==> src/rtl/decode_pkg.sv <==
// Shared opcode/funct constants and the decoded-control entry type for the decode queue.
// Latency: none, declarations only.
// Backpressure: not applicable.
package decode_pkg;

    localparam logic [5:0] OP_RTYPE = 6'h00;
    localparam logic [5:0] OP_JAL   = 6'h03;
    localparam logic [5:0] OP_ANDI  = 6'h0C;
    localparam logic [5:0] OP_ORI   = 6'h0D;
    localparam logic [5:0] OP_XORI  = 6'h0E;
    localparam logic [5:0] OP_LW    = 6'h23;
    localparam logic [5:0] OP_SW    = 6'h2B;
    localparam logic [5:0] FN_JR    = 6'h08;

    // Narrow decoded controls kept beside each stored instruction.
    // The XLEN-wide fields live in their own arrays because the package cannot be parameterised.
    typedef struct packed {
        logic [4:0] regdest;
        logic       writereg;
        logic       readmem;
        logic       writemem;
    } dec_entry_t;

endpackage

==> src/rtl/decode_fields.sv <==
// Combinational instruction decode: destination register, write/mem controls, extended immediate.
// Latency: zero cycles, purely combinational.
// Backpressure: none, it decodes whatever instruction is presented.
module decode_fields
    import decode_pkg::*;
#(
    parameter int XLEN = 32
) (
    input  logic [XLEN-1:0] instr,
    output logic [4:0]      regdest,
    output logic            writereg,
    output logic            readmem,
    output logic            writemem,
    output logic [XLEN-1:0] imedext
);

    logic [5:0] op;
    logic [5:0] fn;

    assign op = instr[31:26];
    assign fn = instr[5:0];

    // Opcode-driven field decode; logical immediates are zero-extended, everything else sign-extended.
    always_comb begin
        regdest  = instr[20:16];
        writereg = 1'b0;
        readmem  = (op == OP_LW);
        writemem = (op == OP_SW);
        if (op == OP_RTYPE) begin
            regdest  = instr[15:11];
            // jr and the all-zero nop never write a register
            writereg = (fn != FN_JR) && (instr != '0);
        end else if (op == OP_JAL) begin
            regdest  = 5'd31;
            writereg = 1'b1;
        end else begin
            // 0x08..0x0F is the immediate-ALU group
            writereg = (op[5:3] == 3'b001) || (op == OP_LW);
        end
        if ((op == OP_ANDI) || (op == OP_ORI) || (op == OP_XORI)) begin
            imedext = {{(XLEN-16){1'b0}}, instr[15:0]};
        end else begin
            imedext = {{(XLEN-16){instr[15]}}, instr[15:0]};
        end
    end

endmodule

==> src/rtl/decode_queue.sv <==
// Decode queue between fetch and issue; decodes on push, DEPTH-entry FIFO (DECODE_QUEUE_BYPASS_EN adds empty-queue bypass).
// Latency: one cycle from push to head; zero cycles through the bypass when DECODE_QUEUE_BYPASS_EN is defined.
// Backpressure: id_if_ready = count < DEPTH from registered state only; head holds while is_ready is low.
module decode_queue
    import decode_pkg::*;
#(
    parameter int DEPTH = 4,
    parameter int XLEN  = 32
) (
    input  logic                       clock,
    input  logic                       reset,
    input  logic                       if_id_valid,
    input  logic [XLEN-1:0]            if_id_instruc,
    input  logic [XLEN-1:0]            if_id_nextpc,
    output logic                       id_if_ready,
    input  logic                       flush,
    input  logic                       is_ready,
    output logic                       id_is_valid,
    output logic [XLEN-1:0]            id_is_instruc,
    output logic [XLEN-1:0]            id_is_nextpc,
    output logic [4:0]                 id_is_regdest,
    output logic                       id_is_writereg,
    output logic                       id_is_readmem,
    output logic                       id_is_writemem,
    output logic [XLEN-1:0]            id_is_imedext,
    output logic [$clog2(DEPTH+1)-1:0] id_is_count
);

    localparam int PW = (DEPTH > 1) ? $clog2(DEPTH) : 1;
    localparam int CW = $clog2(DEPTH + 1);

    dec_entry_t      ctl_mem   [DEPTH];
    logic [XLEN-1:0] instr_mem [DEPTH];
    logic [XLEN-1:0] npc_mem   [DEPTH];
    logic [XLEN-1:0] imm_mem   [DEPTH];

    logic [PW-1:0]   wr_ptr;
    logic [PW-1:0]   rd_ptr;
    logic [CW-1:0]   count;

    logic [4:0]      in_regdest;
    logic            in_writereg;
    logic            in_readmem;
    logic            in_writemem;
    logic [XLEN-1:0] in_imedext;
    dec_entry_t      in_ctl;
    dec_entry_t      head_ctl;

    logic            head_vld;
    logic            byp_vld;
    logic            push_en;
    logic            pop_en;

    decode_fields #(.XLEN(XLEN)) u_decode_fields (
        .instr    (if_id_instruc),
        .regdest  (in_regdest),
        .writereg (in_writereg),
        .readmem  (in_readmem),
        .writemem (in_writemem),
        .imedext  (in_imedext)
    );

    assign in_ctl      = '{regdest: in_regdest, writereg: in_writereg,
                           readmem: in_readmem, writemem: in_writemem};
    assign head_ctl    = ctl_mem[rd_ptr];
    assign head_vld    = (count != '0);
    assign id_if_ready = (count < CW'(DEPTH));
    assign id_is_count = count;

`ifdef DECODE_QUEUE_BYPASS_EN
    // An entry that would be popped the moment it lands skips storage entirely.
    assign byp_vld = (count == '0) && if_id_valid && is_ready && !flush;
`else
    assign byp_vld = 1'b0;
`endif

    assign push_en = if_id_valid && id_if_ready && !byp_vld;
    assign pop_en  = head_vld && is_ready;

    // Occupancy and pointers: reset beats flush, flush beats any push/pop in the same cycle.
    always_ff @(posedge clock) begin
        if (reset) begin
            wr_ptr <= '0;
            rd_ptr <= '0;
            count  <= '0;
        end else if (flush) begin
            wr_ptr <= '0;
            rd_ptr <= '0;
            count  <= '0;
        end else begin
            if (push_en) wr_ptr <= wr_ptr + 1'b1;
            if (pop_en)  rd_ptr <= rd_ptr + 1'b1;
            case ({push_en, pop_en})
                2'b10:   count <= count + 1'b1;
                2'b01:   count <= count - 1'b1;
                default: count <= count;
            endcase
        end
    end

    // Entry storage has no reset; stale contents are masked at the outputs while the queue is empty.
    always_ff @(posedge clock) begin
        if (push_en && !flush && !reset) begin
            ctl_mem[wr_ptr]   <= in_ctl;
            instr_mem[wr_ptr] <= if_id_instruc;
            npc_mem[wr_ptr]   <= if_id_nextpc;
            imm_mem[wr_ptr]   <= in_imedext;
        end
    end

    // Head presentation: stored head first, then the bypassed entry, otherwise all zero.
    always_comb begin
        id_is_valid    = 1'b0;
        id_is_instruc  = '0;
        id_is_nextpc   = '0;
        id_is_regdest  = '0;
        id_is_writereg = 1'b0;
        id_is_readmem  = 1'b0;
        id_is_writemem = 1'b0;
        id_is_imedext  = '0;
        if (head_vld) begin
            id_is_valid    = 1'b1;
            id_is_instruc  = instr_mem[rd_ptr];
            id_is_nextpc   = npc_mem[rd_ptr];
            id_is_regdest  = head_ctl.regdest;
            id_is_writereg = head_ctl.writereg;
            id_is_readmem  = head_ctl.readmem;
            id_is_writemem = head_ctl.writemem;
            id_is_imedext  = imm_mem[rd_ptr];
        end else if (byp_vld) begin
            id_is_valid    = 1'b1;
            id_is_instruc  = if_id_instruc;
            id_is_nextpc   = if_id_nextpc;
            id_is_regdest  = in_regdest;
            id_is_writereg = in_writereg;
            id_is_readmem  = in_readmem;
            id_is_writemem = in_writemem;
            id_is_imedext  = in_imedext;
        end
    end

endmodule

==> config.mk <==
export PLATFORM = sky130hd
export DESIGN_NAME = decode_queue
export DESIGN_NICKNAME = d
export VERILOG_FILES = /design/src/rtl/decode_pkg.sv /design/src/rtl/decode_fields.sv /design/src/rtl/decode_queue.sv
export SDC_FILE = /design/constraint.sdc
export NUM_CORES = 1
export LEC_CHECK = 0
export ABC_AREA = 0
export CORE_ASPECT_RATIO = 0.6
export CORE_MARGIN = 4
export CORE_UTILIZATION = 45
export CTS_CLUSTER_DIAMETER = 150
export DETAILED_ROUTE_END_ITERATION = 10
export PLACE_DENSITY = 0.68
export RECOVER_POWER = 100
export SLEW_MARGIN = 20
export SYNTH_ARGS = -nofsm -noshare
export SYNTH_HDL_FRONTEND = slang
export SYNTH_SLANG_ARGS = --single-unit
==> constraint.sdc <==
create_clock -name clock -period 4.3 [get_ports clock]
set_clock_uncertainty 0.1 [all_clocks]
set_input_delay 0.645 -clock clock [delete_from_list [all_inputs] [get_ports clock]]
set_output_delay 0.645 -clock clock [all_outputs]
set_load 0.1 [all_outputs]
Word-level counts from Yosys, hierarchy flattened

Memories as Yosys holds them, arrays and structs flattened. A register that Yosys moved wholly into a read port is not among the register bits.
Index checks and enable logic that the tools add are counted.

Flip-flop bits (word level): 7
RAM bits: 416
Input port bits: 69
Output and inout port bits: 109
Logic and storage cells: 61
Memories: 4

$add $sub $neg: 4
Order comparisons: 1
Equal/unequal tests: 10
Muxes and demuxes: 24
Reductions and logical operators: 15

Memory list:

| memory    | depth | bits a word | rd ports | clocked after memory_dff | wr ports | line               | text |
|---|---|---|---|---|---|---|---|
| imm_mem   | 4     | 32          | 1        | 1                        | 1        | decode_queue.sv:35 | `logic [XLEN-1:0] imm_mem [DEPTH];` |
| instr_mem | 4     | 32          | 1        | 1                        | 1        | decode_queue.sv:33 | `logic [XLEN-1:0] instr_mem [DEPTH];` |
| npc_mem   | 4     | 32          | 1        | 1                        | 1        | decode_queue.sv:34 | `logic [XLEN-1:0] npc_mem [DEPTH];` |
| ctl_mem   | 4     | 8           | 1        | 1                        | 1        | decode_queue.sv:32 | `dec_entry_t ctl_mem [DEPTH];` |

Operators by type and width:

| kind                                                 | number |
|---|---|
| two-way mux 32 bit                                   | 4 |
| nonzero test 32 bit                                  | 1 |
| equality test 6 x 4 -> 1 bit (second input constant) | 3 |
| two-way mux 2 bit                                    | 8 |
| two-way mux 5 bit                                    | 3 |
| equality test 6 bit (second input constant)          | 2 |
| two-way mux 1 bit                                    | 8 |
| equality test 6 x 2 -> 1 bit (second input constant) | 1 |
| logical NOT 6 bit                                    | 1 |
| != test 6 x 4 -> 1 bit (second input constant)       | 1 |
| case mux 3 bit (2 select lines)                      | 1 |
| logical AND 1 bit                                    | 5 |
| adder 2 x 1 -> 2 bit (second input constant)         | 2 |
| adder 3 x 1 -> 3 bit (second input constant)         | 1 |
| equality test 3 x 1 -> 1 bit (second input constant) | 1 |
| logical OR 1 bit                                     | 3 |
| < comparator 3 bit (second input constant)           | 1 |
| nonzero test 3 bit                                   | 1 |
| subtractor 3 x 1 -> 3 bit (second input constant)    | 1 |
| equality test 2 x 1 -> 1 bit (second input constant) | 1 |
| equality test 2 bit (second input constant)          | 1 |
| logical NOT 1 bit                                    | 2 |
| nonzero test 2 bit                                   | 1 |
| OR reduction 2 bit                                   | 1 |

Longest topological paths before layout

Gate-level depths: netlist of run 1.

Word-level depth: 6
Mapped depth: 9
Gate-level depth less buffers: 8

Cells and area by module

A second synthesis of run 1 with hierarchy kept.

Cell total of the unflattened synthesis: 772
Area total of the unflattened synthesis: 16631.0 um^2

Modules (own cells, without submodules):

| module        | times used | cells each | area each (um^2) | seq. area each (um^2) |
|---|---|---|---|---|
| decode_queue  | 1          | 712        | 16184.3          | 12672.2 |
| decode_fields | 1          | 60         | 446.7            | 0.0 |

Worst setup path before layout of run 1

OpenSTA, ideal clock, no wires.

Path type: reg-to-output
Start: register count[0] (netlist: id_is_count[0])
End: output id_is_nextpc[12]
Data arrival time: 3.089 ns
Data required time: 3.555 ns
Setup slack: 0.466 ns
Stages on the path, launching flop included: 4
Path buffers: 1
Path through: dfxtp_1 or3_1 clkbuf_1 and2_1

Word-level cells in the longest chain between the ends: 2

Ends and longest elaborated chain:

| element                  | line                | text |
|---|---|---|
| start: declaration       | decode_queue.sv:39  | `logic [CW-1:0] count;` |
| start signal: assignment | decode_queue.sv:94  | `2'b10: count <= count + 1'b1;` |
| start signal: assignment | decode_queue.sv:95  | `2'b01: count <= count - 1'b1;` |
| start signal: assignment | decode_queue.sv:96  | `default: count <= count;` |
| nonzero test 3 bit       | decode_queue.sv:66  | `assign head_vld = (count != '0);` |
| two-way mux 32 bit       | decode_queue.sv:121 | `if (head_vld) begin` |
| end: declaration         | decode_queue.sv:20  | `output logic [XLEN-1:0] id_is_nextpc,` |

Every way passes these cells.

==> qor.log, run 1 <==
qor: timing.achievable-frequency 260.9 MHz
qor: finish.drive_above_1_share 30.47%
qor: clocking.cts_inserted_buffers 28
qor: logic_synthesis.synth-adder-area-share 0.6891%
qor: finish.design.final.nets 811
qor: placed_design.sum_of_net_half_perimeters_after_detailed_placement 15.55 mm
qor: worst_setup_path.crit_path_max_fanout 42
qor: routing.remaining_number_of_nets_flagged_by_the_antenna_check_after_routing 0
qor: logic_synthesis.syn_area_per_cell 20.84 um^2
qor: global_route.grt.overflow.total 0
qor: logic_synthesis.netlist_area 11980 um^2
qor: worst_setup_path.crit_arrival 3090 ps
qor: routing.post_drt_via_cell_ratio 5.328
qor: logic_synthesis.combinational_family_with_the_most_area_after_synthesis multiplexers
qor: routing.drt_first_iter_violations 421
qor: clocking.cts_repair_resize_count 0
qor: routing.drc 0
qor: worst_setup_path.rr_startpoint id_is_count[2]
qor: logic_synthesis.synth-edff-count 292
qor: floorplan.effective_utilization_at_floorplan 46.57%
qor: logic_synthesis.yosys.area.top_type_share 73.17%
qor: global_route.wire_length_of_the_first_global_routing_pass 38.08 mm
qor: floorplan.placeableCoreArea 25730 um^2
qor: worst_setup_path.ff2ff_path_depth 3
qor: global_route.grt_pass1_vias 6283
qor: clocking.tritoncts_clock_tree yes
qor: logic_synthesis.synth_top_flop_cell sky130_fd_sc_hd__edfxtp_1
qor: timing.timing.final.max_slew_violations 57
qor: logic_synthesis.async_reset_ff_share 0%
qor: logic_synthesis.synth_cell_type_count 35
qor: clocking.number_of_buffers_added_to_fix_hold_violations_after_cts 0
qor: clocking.post-cts-setup-buffers 0
qor: logic_synthesis.synth_sequential_area_ratio 74.67%
qor: global_route.number_of_antenna_violations_at_the_first_check_in_global_routing 5
qor: clocking.clock-root-buffer sky130_fd_sc_hd__clkbuf_16
qor: finish.area_delta_synth_final 19.06%
qor: clocking.htree_levels 1
qor: logic_synthesis.synth-seq-cells 301
qor: clocking.sinks_on_the_clock_net 301
qor: job.max_cap_violations 2
qor: floorplan.chipWidth 218.7 um
qor: logic_synthesis.yosysWarningCount 0
qor: logic_synthesis.synthMostInstantiatedCell sky130_fd_sc_hd__edfxtp_1
qor: timing.fin_setup_tns 0 ps
qor: timing.finalWorstPathRequiredPeriod 3834 ps
qor: timing.tightest_slew 1676 ps
qor: placed_design.placement.io_buffers 177
qor: worst_setup_path.timing.rr.end imm_mem[1][2]
qor: worst_hold_path.tightest_hold_check_type flop to flop
qor: run_status.violations_in_the_final_reports capacitance limit, slew limit
qor: logic_synthesis.synth_area_leader_cell sky130_fd_sc_hd__edfxtp_1
qor: routing.num_vias 5925
qor: global_route.grt_usage 17.07%
qor: logic_synthesis.synth_xor_area_share 0.3654%
qor: timing.setup_viol 0
qor: floorplan.floorplan.io_pins 178
qor: timing.relSlewSlack -11.74%
qor: logic_synthesis.mux_share_of_post_synthesis_cell_area 13.75%
qor: placed_design.place.gp.congestion 0.7294
qor: timing.final.period_utilization 89.15%
qor: floorplan.core.rowCount 45
qor: logic_synthesis.compound_gate_portion_of_the_synthesized_area 0.8875%
qor: worst_setup_path.critical_path.startpoint_type flop
qor: clocking.clkLatencyLatePin 530 ps
qor: logic_synthesis.synthTopCellsByArea sky130_fd_sc_hd__edfxtp_1, sky130_fd_sc_hd__mux4_2, sky130_fd_sc_hd__and2_1
qor: routing.detail_route.first_pass.iterations 5
qor: power_and_ir_drop.vdd.ir_drop.worst 0.2894 mV
qor: power_and_ir_drop.p_leak 4.758 nW
qor: clocking.clk_pin_slew 60 ps
qor: worst_setup_path.endpoint_kind output port
qor: timing.setup_repair_after_global_routing_missed_its_margin no
qor: run_status.outcome complete, but fails checks
qor: floorplan.dieHeight 134.4 um
qor: power_and_ir_drop.totalPowerFinal 6.450 mW
qor: worst_setup_path.reg_to_reg_slack_setup 830 ps
qor: routing.detail_route.wl_per_cell 22.51 um
qor: logic_synthesis.yosys.area_share.simple 5.565%
qor: logic_synthesis.synthCells 575
qor: logic_synthesis.post_synth_most_frequent_cells sky130_fd_sc_hd__edfxtp_1, sky130_fd_sc_hd__and2_1, sky130_fd_sc_hd__mux4_2
qor: worst_setup_path.crit_path_end id_is_imedext[29]
qor: worst_setup_path.critical_path_class flop to output port
qor: timing.timing.final.hold_violations 0
qor: floorplan.dieArea 29390 um^2
qor: global_route.grt_max_degree 50
qor: power_and_ir_drop.power-per-cell-area 452.0 nW/um^2
qor: routing.totalWireLength 25.03 mm
qor: clocking.cts_buffer_depth 3
qor: logic_synthesis.syn_nets 650
qor: worst_setup_path.worst_ep_required_time 3560 ps
-- cell usage in the layout, fill, tap and decap left out, types with 3 or more instances in the layout --
| cell type | n |
|---|---|
| sky130_fd_sc_hd__clkbuf_2 | 85 |
| sky130_fd_sc_hd__edfxtp_1 | 292 |
| sky130_fd_sc_hd__clkinvlp_4 | 3 |
| sky130_fd_sc_hd__and3_1 | 3 |
| sky130_fd_sc_hd__o22a_1 | 5 |
| sky130_fd_sc_hd__bufinv_16 | 3 |
| sky130_fd_sc_hd__clkinv_1 | 9 |
| sky130_fd_sc_hd__mux4_2 | 72 |
| sky130_fd_sc_hd__xor2_1 | 3 |
| sky130_fd_sc_hd__clkinv_2 | 4 |
| sky130_fd_sc_hd__clkdlybuf4s50_1 | 3 |
| sky130_fd_sc_hd__ha_1 | 5 |
| sky130_fd_sc_hd__inv_1 | 7 |
| sky130_fd_sc_hd__a21oi_1 | 4 |
| sky130_fd_sc_hd__clkbuf_16 | 29 |
| sky130_fd_sc_hd__clkbuf_1 | 7 |
| sky130_fd_sc_hd__dfxtp_1 | 7 |
| sky130_fd_sc_hd__dlygate4sd3_1 | 70 |
| sky130_fd_sc_hd__nor2_1 | 12 |
| sky130_fd_sc_hd__nor4_1 | 6 |
| sky130_fd_sc_hd__and2_1 | 73 |
| sky130_fd_sc_hd__buf_4 | 24 |
-- how the worst min path moves through the flow --
| stage | slack (ps) | from | depth (start not counted) | endpoint |
|---|---|---|---|---|
| after floorplan | 380 | rd_ptr[1] | 2 | flop |
| after global placement | 400 | id_is_count[2] | 2 | id_is_count[2] |
| after detailed placement | 430 | rd_ptr[1] | 2 | flop |
| after CTS | 440 | id_is_count[2] | 2 | id_is_count[2] |
| after global routing | 480 | rd_ptr[1] | 2 | rd_ptr[1] |
| final | 440 | rd_ptr[1] | 2 | rd_ptr[1] |
-- cell families (layout without fill, tap and decap cells) --
family / Yosys count / count (layout)
buf+inv: 64 / 247
mux: 73 / 73
other cells: 0 / 2
compound gates: 14 / 14
fa+ha+maj: 6 / 6
flops: 301 / 301
simple gates: 112 / 112
xor+xnor: 5 / 5
-- state kept, by name (all words and copies together) (netlist names), named ones only --
| signal | cells |
|---|---|
| instr_mem | 64 |
| imm_mem | 68 |
| ctl_mem | 32 |
| npc_mem | 128 |
| rd_ptr | 2 |
| wr_ptr | 2 |
| id_is_count | 3 |
-- critical path, stage by stage (launching register included) --
cell	delay [ps]
sky130_fd_sc_hd__dfxtp_4	390
sky130_fd_sc_hd__clkbuf_2	940
sky130_fd_sc_hd__mux4_2	380
sky130_fd_sc_hd__and2_1	440
sky130_fd_sc_hd__buf_4	390
-- per-layer routing --
metal  vias to the layer above  wire length (um)  track usage (%)
li1                       2598                 -                -
met4                         4               415            3.367
met3                        34              1739            3.871
met2                       196             11900            27.21
met5                         -                27                0
met1                      3093             10950            24.69
-- where the power goes --
group	switching, mW	internal, mW	leakage (nW)
sequential	0.0113	3.25	2.72
clock	1.02	1.41	0.435
combinational	0.606	0.158	1.60
-- final cells by class --
cell class	instances	area, um^2
Antenna cell	2	5.005
Clock buffer	33	740.7
Clock inverter	19	166.4
Fill cell	2018	11460
Inverter	7	26.28
Multi-Input combinational cell	210	2551
Sequential cell	301	8956
Tap cell	352	440.4
Timing Repair Buffer	188	1383
-- through the flow --
step | std cells | setup slack [ps] | area [um^2] | utilization, % | hold slack, ps
floorplan | 575 | 466.1 | 11980 | - | 384.7
global placement | 1058 | 1170 | 13640 | 52.99 | 403.5
detailed placement | 1058 | 1114 | 13640 | 52.99 | 428.4
CTS | 1110 | 567.4 | 14540 | 56.52 | 439.6
global route | 1111 | 199.6 | 14270 | 55.44 | 480.9
finish | 1112 | 466.4 | 14270 | 55.45 | 436.8
Power figures use the tool's default switching activity.
==> inputs of run 2 (changes only) <==
--- a/config.mk
+++ b/config.mk
@@ -11,9 +11,11 @@
 export CORE_UTILIZATION = 45
 export CTS_CLUSTER_DIAMETER = 150
 export DETAILED_ROUTE_END_ITERATION = 10
+export HOLD_SLACK_MARGIN = 0.05
 export PLACE_DENSITY = 0.68
 export RECOVER_POWER = 100
 export SLEW_MARGIN = 20
 export SYNTH_ARGS = -nofsm -noshare
 export SYNTH_HDL_FRONTEND = slang
 export SYNTH_SLANG_ARGS = --single-unit
+export TNS_END_PERCENT = 50
==> results of run 2 <==
The final DEF is identical to that of run 1; final timing and power are the same.
